==> src/rtl/addx_issue_buffer.sv <==
// Issue buffer in front of the ADDX saturating-add accelerator: a small operand FIFO,
// a one-entry result register toward writeback, and completion/saturation counters.
module addx_issue_buffer #(
  parameter int XLEN          = 64,
  parameter int TRANS_ID_BITS = 3,
  parameter int DEPTH         = 2
) (
  input  logic                     clk_i,
  input  logic                     rst_ni,
  input  logic                     flush_i,
  input  logic                     issue_valid_i,
  output logic                     issue_ready_o,
  input  logic [XLEN-1:0]          operand_a_i,
  input  logic [XLEN-1:0]          operand_b_i,
  input  logic [TRANS_ID_BITS-1:0] trans_id_i,
  output logic [XLEN-1:0]          accel_operand_a_o,
  output logic [XLEN-1:0]          accel_operand_b_o,
  output logic                     accel_valid_o,
  input  logic [XLEN-1:0]          accel_result_i,
  output logic                     wb_valid_o,
  input  logic                     wb_ready_i,
  output logic [XLEN-1:0]          wb_result_o,
  output logic [TRANS_ID_BITS-1:0] wb_trans_id_o,
  output logic                     wb_overflow_o,
  output logic [31:0]              op_count_o,
  output logic [31:0]              sat_count_o
);

  localparam int PTR_W = $clog2(DEPTH);
  localparam int CNT_W = $clog2(DEPTH + 1);

  typedef enum logic {
    WB_EMPTY = 1'b0,
    WB_FULL  = 1'b1
  } wb_state_e;

  logic [XLEN-1:0]          r_mem_a  [DEPTH];
  logic [XLEN-1:0]          r_mem_b  [DEPTH];
  logic [TRANS_ID_BITS-1:0] r_mem_id [DEPTH];
  logic [PTR_W-1:0]         r_wr_ptr;
  logic [PTR_W-1:0]         r_rd_ptr;
  logic [CNT_W-1:0]         r_count;

  wb_state_e                r_wb_state;
  wb_state_e                w_wb_state_nxt;
  logic [XLEN-1:0]          r_wb_result;
  logic [TRANS_ID_BITS-1:0] r_wb_trans_id;
  logic                     r_wb_overflow;
  logic [31:0]              r_op_count;
  logic [31:0]              r_sat_count;

  logic                     w_not_empty;
  logic                     w_issue_ready;
  logic                     w_push;
  logic                     w_dispatch;
  logic                     w_complete;
  logic                     w_overflow;
  logic [XLEN-1:0]          w_head_a;
  logic [XLEN-1:0]          w_head_b;
  logic [TRANS_ID_BITS-1:0] w_head_id;

  assign w_head_a      = r_mem_a[r_rd_ptr];
  assign w_head_b      = r_mem_b[r_rd_ptr];
  assign w_head_id     = r_mem_id[r_rd_ptr];
  assign w_not_empty   = (r_count != '0);
  // Ready looks only at the registered count; a same-cycle pop never frees a slot early.
  assign w_issue_ready = (r_count < CNT_W'(DEPTH));
  assign w_push        = issue_valid_i && w_issue_ready && !flush_i;
  assign w_complete    = (r_wb_state == WB_FULL) && wb_ready_i && !flush_i;

  // Signed overflow of the wrapping sum, judged from the head operands' sign bits.
  assign w_overflow = (w_head_a[XLEN-1] == w_head_b[XLEN-1]) &&
                      (1'((w_head_a + w_head_b) >> (XLEN - 1)) != w_head_a[XLEN-1]);

  // NOTE: every signal written here gets a default first so no latch is inferred.
  always_comb begin
    w_wb_state_nxt = r_wb_state;
    w_dispatch     = 1'b0;
    if (flush_i) begin
      w_wb_state_nxt = WB_EMPTY;
    end else begin
      if (w_not_empty && ((r_wb_state == WB_EMPTY) || wb_ready_i)) begin
        w_dispatch = 1'b1;
      end
      if (w_dispatch) begin
        w_wb_state_nxt = WB_FULL;
      end else if ((r_wb_state == WB_FULL) && wb_ready_i) begin
        w_wb_state_nxt = WB_EMPTY;
      end
    end
  end

  // NOTE: sequential state uses non-blocking assignments so all registers update together.
  always_ff @(posedge clk_i or negedge rst_ni) begin
    if (!rst_ni) begin
      r_wb_state <= WB_EMPTY;
    end else begin
      r_wb_state <= w_wb_state_nxt;
    end
  end

  // NOTE: payload storage has no reset; an entry is only read while r_count marks it live.
  always_ff @(posedge clk_i) begin
    if (w_push) begin
      r_mem_a[r_wr_ptr]  <= operand_a_i;
      r_mem_b[r_wr_ptr]  <= operand_b_i;
      r_mem_id[r_wr_ptr] <= trans_id_i;
    end
  end

  always_ff @(posedge clk_i or negedge rst_ni) begin
    if (!rst_ni) begin
      r_wr_ptr <= '0;
      r_rd_ptr <= '0;
      r_count  <= '0;
    end else if (flush_i) begin
      r_wr_ptr <= '0;
      r_rd_ptr <= '0;
      r_count  <= '0;
    end else begin
      if (w_push) begin
        r_wr_ptr <= r_wr_ptr + PTR_W'(1);
      end
      if (w_dispatch) begin
        r_rd_ptr <= r_rd_ptr + PTR_W'(1);
      end
      case ({w_push, w_dispatch})
        2'b10:   r_count <= r_count + CNT_W'(1);
        2'b01:   r_count <= r_count - CNT_W'(1);
        default: r_count <= r_count;
      endcase
    end
  end

  // Payload only moves on dispatch, so it stays stable while writeback stalls.
  always_ff @(posedge clk_i or negedge rst_ni) begin
    if (!rst_ni) begin
      r_wb_result   <= '0;
      r_wb_trans_id <= '0;
      r_wb_overflow <= 1'b0;
    end else if (w_dispatch) begin
      r_wb_result   <= accel_result_i;
      r_wb_trans_id <= w_head_id;
      r_wb_overflow <= w_overflow;
    end
  end

  always_ff @(posedge clk_i or negedge rst_ni) begin
    if (!rst_ni) begin
      r_op_count  <= '0;
      r_sat_count <= '0;
    end else if (w_complete) begin
      r_op_count <= r_op_count + 32'd1;
      if (r_wb_overflow) begin
        r_sat_count <= r_sat_count + 32'd1;
      end
    end
  end

  assign issue_ready_o     = w_issue_ready;
  assign accel_valid_o     = w_dispatch;
  assign accel_operand_a_o = w_not_empty ? w_head_a : '0;
  assign accel_operand_b_o = w_not_empty ? w_head_b : '0;
  assign wb_valid_o        = (r_wb_state == WB_FULL);
  assign wb_result_o       = r_wb_result;
  assign wb_trans_id_o     = r_wb_trans_id;
  assign wb_overflow_o     = r_wb_overflow;
  assign op_count_o        = r_op_count;
  assign sat_count_o       = r_sat_count;

endmodule

==> config.mk <==
export PLATFORM = sky130hd
export DESIGN_NAME = addx_issue_buffer
export DESIGN_NICKNAME = d
export VERILOG_FILES = /design/src/rtl/addx_issue_buffer.sv
export SDC_FILE = /design/constraint.sdc
export NUM_CORES = 1
export LEC_CHECK = 0
export BUFFER_PORTS_ARGS = -buffer_cell sky130_fd_sc_hd__buf_2
export CAP_MARGIN = 20
export CORE_ASPECT_RATIO = 1.1
export CORE_MARGIN = 2
export CORE_UTILIZATION = 30
export CTS_CLUSTER_DIAMETER = 30
export DETAILED_ROUTE_END_ITERATION = 12
export PLACE_DENSITY_LB_ADDON = 0.2
export SETUP_SLACK_MARGIN = 0.2
export SLEW_MARGIN = 20
export SYNTH_ARGS = -nofsm -noshare
export SYNTH_HDL_FRONTEND = slang
export SYNTH_SLANG_ARGS = --single-unit
==> constraint.sdc <==
create_clock -name clk_i -period 14.22 [get_ports clk_i]
set_input_delay 1.422 -clock clk_i [delete_from_list [all_inputs] [get_ports clk_i]]
set_output_delay 1.422 -clock clk_i [all_outputs]
set_load 0.01 [all_outputs]
# == Word level (Yosys, flattened, before mapping) ==
# Memory sizes are Yosys's and may differ from the RTL's. A register that Yosys moved wholly into a read port is not among the register bits.
# Index checks and enable logic that the tools add are counted.
# word_totals
register_bits,134
mem_bits_rw,262
word_cells,55
memories,3
# mem_list
name,depth,width,read_ports,rd_clocked_by_memory_dff,wr,line_no,rtl
r_mem_a,2,64,1,0,1,37,logic [XLEN-1:0] r_mem_a [DEPTH];
r_mem_b,2,64,1,0,1,38,logic [XLEN-1:0] r_mem_b [DEPTH];
r_mem_id,2,3,1,1,1,39,logic [TRANS_ID_BITS-1:0] r_mem_id [DEPTH];
# classes
n_addsub,7
magnitude_cmp,1
n_eq_ne,4
n_mux,16
bitwise,1
n_reduce_logical,15
# op_table
operator,n
2-to-1 mux 64 bit,2
adder 32 x 1 -> 32 bit (second input constant),2
adder 64 bit,1
2-to-1 mux 1 bit,12
logical AND 1 bit,6
nonzero test 2 bit,3
nonzero test 3 bit,2
one-hot mux 2 bit (2 select lines),1
adder 1 bit (second input constant),2
adder 2 x 1 -> 2 bit (second input constant),1
== test 2 x 1 -> 1 bit (second input constant),1
== test 2 bit (second input constant),1
logical NOT 1 bit,2
< comparator 2 bit (second input constant),1
2-to-1 mux 2 bit,1
AND reduction 2 bit,1
subtractor 2 x 1 -> 2 bit (second input constant),1
== test 1 bit,1
logical OR 1 bit,1
inequality test 1 bit,1
NOT 1 bit,1

# == Longest topological paths before layout ==
# depth
word_depth,9
depth_mapped,11
ltp_nobuf,9

# == Least setup slack after synthesis ==
# Ideal clock, no wire load.
# synth_path
kind,input -> register
startpoint,input issue_valid_i
endpoint,"memory r_mem_a[1][0], enable pin"
setup_time_ps,809
arrival_time_ps,11044
required_time_ps,13411
setup_slack_ps,2368
path_stages,2
path_cell_list,nand2_1 > nor3b_1
# synth_between
elab_chain_len,4
# synth_lines
item,line_no,rtl
from (decl),11,"input logic issue_valid_i,"
logical AND 1 bit (2 in series),68,assign w_push = issue_valid_i && w_issue_ready && !flush_i;
2-to-1 mux 1 bit,104,if (w_push) begin
2-to-1 mux 1 bit (implied by the code),105,r_mem_a[r_wr_ptr] <= operand_a_i;
to (decl),37,
# No other way between the ends.

# == Final worst setup path ==
# layout_path
startpoint,register r_rd_ptr
endpoint,output accel_operand_b_o[7]
# layout_between
elab_chain_len,2
# layout_lines
item,line_no,rtl
from (decl),41,logic [PTR_W-1:0] r_rd_ptr;
from (signal assigned),125,r_rd_ptr <= r_rd_ptr + PTR_W'(1);
memory read (2 x 64 bit),--,
2-to-1 mux 64 bit,163,assign accel_operand_b_o = w_not_empty ? w_head_b : '0;
to (decl),17,"output logic [XLEN-1:0] accel_operand_b_o,"
# No other way between the ends.

==> impl_summary.txt <==
----------------------------------------------------
[Clock tree]
  Master cell of the clock root buffer ... sky130_fd_sc_hd__clkbuf_16
  TritonCTS buffer count ... 107
  CTS clk-pin slew, worst paths ... 0.04 ns
  Total setup buffers inserted after CTS ... 0
  Source-to-sink clock delay at the later pin of the worst-skew pair ... 0.62 ns
  Number of sinks driven by the clock tree ... 399
  Cts repair resizes ... 0
  H-tree levels ... 3
  CTS tree ... yes
  Number of buffers on the longest clock path ... 3
  CTS Hold Bufs ... 0

[Die]
  Die Span Y ... 255.1 microns
  Number of I/O pins ... 463
  Placement Rows ... 92
  Width of the chip ... 232.2 microns
  Area of the core ... 0.05698 sq mm
  Starting Density ... 30.17%
  Die footprint ... 0.05923 sq mm

[Outcome]
  Result of the run ... completed

[Detailed routing]
  Final wirelength ... 49.63 mm
  Detailed-routing iteration count for the pre-antenna-repair pass ... 6
  Vias per Instance ... 4.483
  Initial drt markers ... 400
  Post-detailed-route count of antenna-violating nets ... 0
  Vias after detailed routing ... 11.89k
  DR WL/cell ... 18.72 microns
  Post-detailed-route DRC marker count ... 0

[Global routing]
  Tot GR Track Use ... 16.30%
  Maximum number of pins on one net before global-route repair ... 73
  Residual overflow from global routing ... 0
  Number of global-route vias before repair ... 12.49k
  Global-route wire length before repair ... 73.20 mm
  Antenna violations before repair ... 17

[Timing]
  Worst relative slew slack ... 27.96%
  Final critical delay including setup and external delays ... 5.133 ns
  Setup Viol. Count Final ... 0
  Slew at the pin closest to its max-slew limit ... 1.076 ns
  Hold violation count in the final report ... 0
  Max frequency ... 0.1948 GHz
  Worst Skew ... 0.01939 ns
  Final-report max-slew violation count ... 0
  Setup Total Neg Slack ... 0 ns
  Crit share post-route ... 36.10%
  Setup repair after global routing missed its margin ... false

[Synthesis]
  Register area share after synthesis ... 65.72%
  Net count of the mapped netlist ... 1535
  Area share of the leading cell type in the synthesized netlist ... 45.77%
  Leading register cell type out of synthesis ... sky130_fd_sc_hd__edfxtp_1
  Synth top cells by count ... sky130_fd_sc_hd__edfxtp_1, sky130_fd_sc_hd__nand2_1, sky130_fd_sc_hd__dfrtp_1, sky130_fd_sc_hd__mux2_2, sky130_fd_sc_hd__nor2b_1
  Mean instance size in the synthesized netlist ... 13.52 sq um
  Synthesized area ... 0.01719 sq mm
  Number of warnings printed during yosys synthesis ... 0
  Yosys cell types ... 48
  Number of synthesized flops with an enable pin ... 262
  Number of synthesized register bits ... 399
  Leading post-synthesis cells by cell area ... sky130_fd_sc_hd__edfxtp_1, sky130_fd_sc_hd__dfrtp_1, sky130_fd_sc_hd__mux2_2
  Count leader, synth ... sky130_fd_sc_hd__edfxtp_1
  Proportion of register bits with asynchronous set or reset after synthesis ... 34.34%
  Synthesized netlist cell count ... 1271
  Post-synth top area cell ... sky130_fd_sc_hd__edfxtp_1

[Worst setup path]
  Required arrival time at the worst endpoint ... 12.80 ns
  Worst Setup End Kind ... output port
  Critical Path Fanout Max ... 53
  Worst Path Class, Setup ... register to output port
  Worst Path Arrival ... 3.71 ns
  Nature of the critical path startpoint ... register

[Power]
  Worst-case vdd ir drop ... 0.1002 mV
  Power density cells ... 171.9 mW/mm^2
  Leakage Power ... 0.01068 uW

[Final layout]
  Post-Layout Cell Count ... 2652
  Layout Area Growth over Synthesis ... 39.97%
  Proportion of layout cells with a drive suffix above 1 ... 41.54%
  Nets ... 2069
  Final-layout fill cell count ... 5411

[Placement]
  Number of placed instances with taps included ... 2448
  Count of input and output buffers ... 462
  Routability Congestion ... 0.8135
  Estimated wirelength of the detail-placed design ... 34.59 mm

[Flow run]
  Max-Cap Viols ... 0

[Min path]
  Type of the worst min-delay path ... register to register

----------------------------------------------------
## state kept, by name (all words and copies together) (netlist names), 2 cells and up
register	cells
r_mem_id	6
r_mem_a	128
r_count	2
sat_count_o	32
op_count_o	32
wb_trans_id_o	3
r_mem_b	128
wb_result_o	64
## per-stage QoR
stage | power, uW | util [%] | cell area, sq um | setup slack (ns) | hold WS [ns]
after global routing | 4301 | 42.22 | 24060 | 8.835 | 0.4797
after floorplan | 1574 | - | 17190 | 2.368 | 0.5039
final | 4135 | 42.22 | 24060 | 9.087 | 0.4619
after CTS | 4195 | 42.20 | 24050 | 8.934 | 0.4670
after detailed placement | 1739 | 35.71 | 20350 | 9.060 | 0.4524
after global placement | 1734 | 35.71 | 20350 | 9.164 | 0.4522
## routing by layer
metal | vias to the layer above | GRT usage [%] | wire length [microns]
met3 | 101 | 6.406 | 4636
met4 | 24 | 6.813 | 1235
met2 | 396 | 27.54 | 24490
met1 | 5725 | 18.30 | 19130
met5 | - | 0 | 139
li1 | 5644 | - | -
## cells in the final DEF, fill, tap and decap left out, drive strengths merged, types with 15 or more instances in the layout
master / count
nand2: 248
clkbuf: 130
mux2: 126
nor2b: 125
bufinv: 15
ha: 64
edfxtp: 262
xor2: 19
dfrtp: 137
buf: 473
clkinv: 43
nand4: 25
xnor2: 45
nand3: 25
nor2: 33
a21oi: 26
## cells by family (layout without fill, tap and decap cells)
logic type               Yosys count  count (layout)  share of synthesized area (%)
multiplexers                     134             134                          8.720
AO/OA/AOI/OAI                     56              56                          1.922
buffers and inverters             53             679                          1.296
adder cells (fa/ha/maj)           64              64                          4.659
XOR/XNOR                          64              64                          3.261
other                              0               3                              0
AND/OR/NAND/NOR                  501             501                          14.43
flip-flops                       399             399                          65.72
## layout make-up
type / count / area, sq um / share of cell area (%)
sequential: 399 / 11300 / 46.97
multi-input combinational: 819 / 5694 / 23.67
clock buffer: 130 / 2929 / 12.17
inverter: 5 / 18.77 / 0.07801
antenna: 3 / 7.507 / 0.03120
clock inverter: 71 / 768.2 / 3.193
tap: 752 / 940.9 / 3.911
timing repair buffer: 473 / 2401 / 9.980
## power breakdown
group	total, uW	switching, uW	internal (uW)	leakage (uW)
Combinational	351	203	148	0.00467
Clock	2420	709	1710	0.00181
Sequential	1360	38.5	1320	0.00420
Total	4130	951	3180	0.0107
## path summary, 6_finish.rpt
| kind | start | to | slack, ns | depth (start not counted) |
|---|---|---|---|---|
| hold reg to reg | wb_result_o[37]$_DFFE_PN0P_ | wb_result_o[37]$_DFFE_PN0P_ | 0.46 | 2 |
| max in group asynchronous | rst_ni | wb_result_o[1]$_DFFE_PN0P_ | 12.01 | 2 |
| hold / removal | wb_result_o[37]$_DFFE_PN0P_ | wb_result_o[37]$_DFFE_PN0P_ | 0.46 | 2 |
| min in group asynchronous | rst_ni | wb_result_o[32]$_DFFE_PN0P_ | 0.84 | 1 |
| setup reg to reg | r_rd_ptr$_DFFE_PN0P_ | wb_overflow_o$_DFFE_PN0P_ | 9.22 | 11 |
| setup / recovery | r_rd_ptr$_DFFE_PN0P_ | accel_operand_b_o[7] | 9.09 | 5 |
## worst max-delay path, stage by stage, from the launching register on
cell and delay [ns]:
sky130_fd_sc_hd__dfrtp_4 0.84, sky130_fd_sc_hd__buf_4 0.72, sky130_fd_sc_hd__buf_4 0.65, sky130_fd_sc_hd__mux2_2 0.42
sky130_fd_sc_hd__nor2b_1 0.13, sky130_fd_sc_hd__buf_2 0.23
Note: power is estimated with default switching activity, not from simulation.
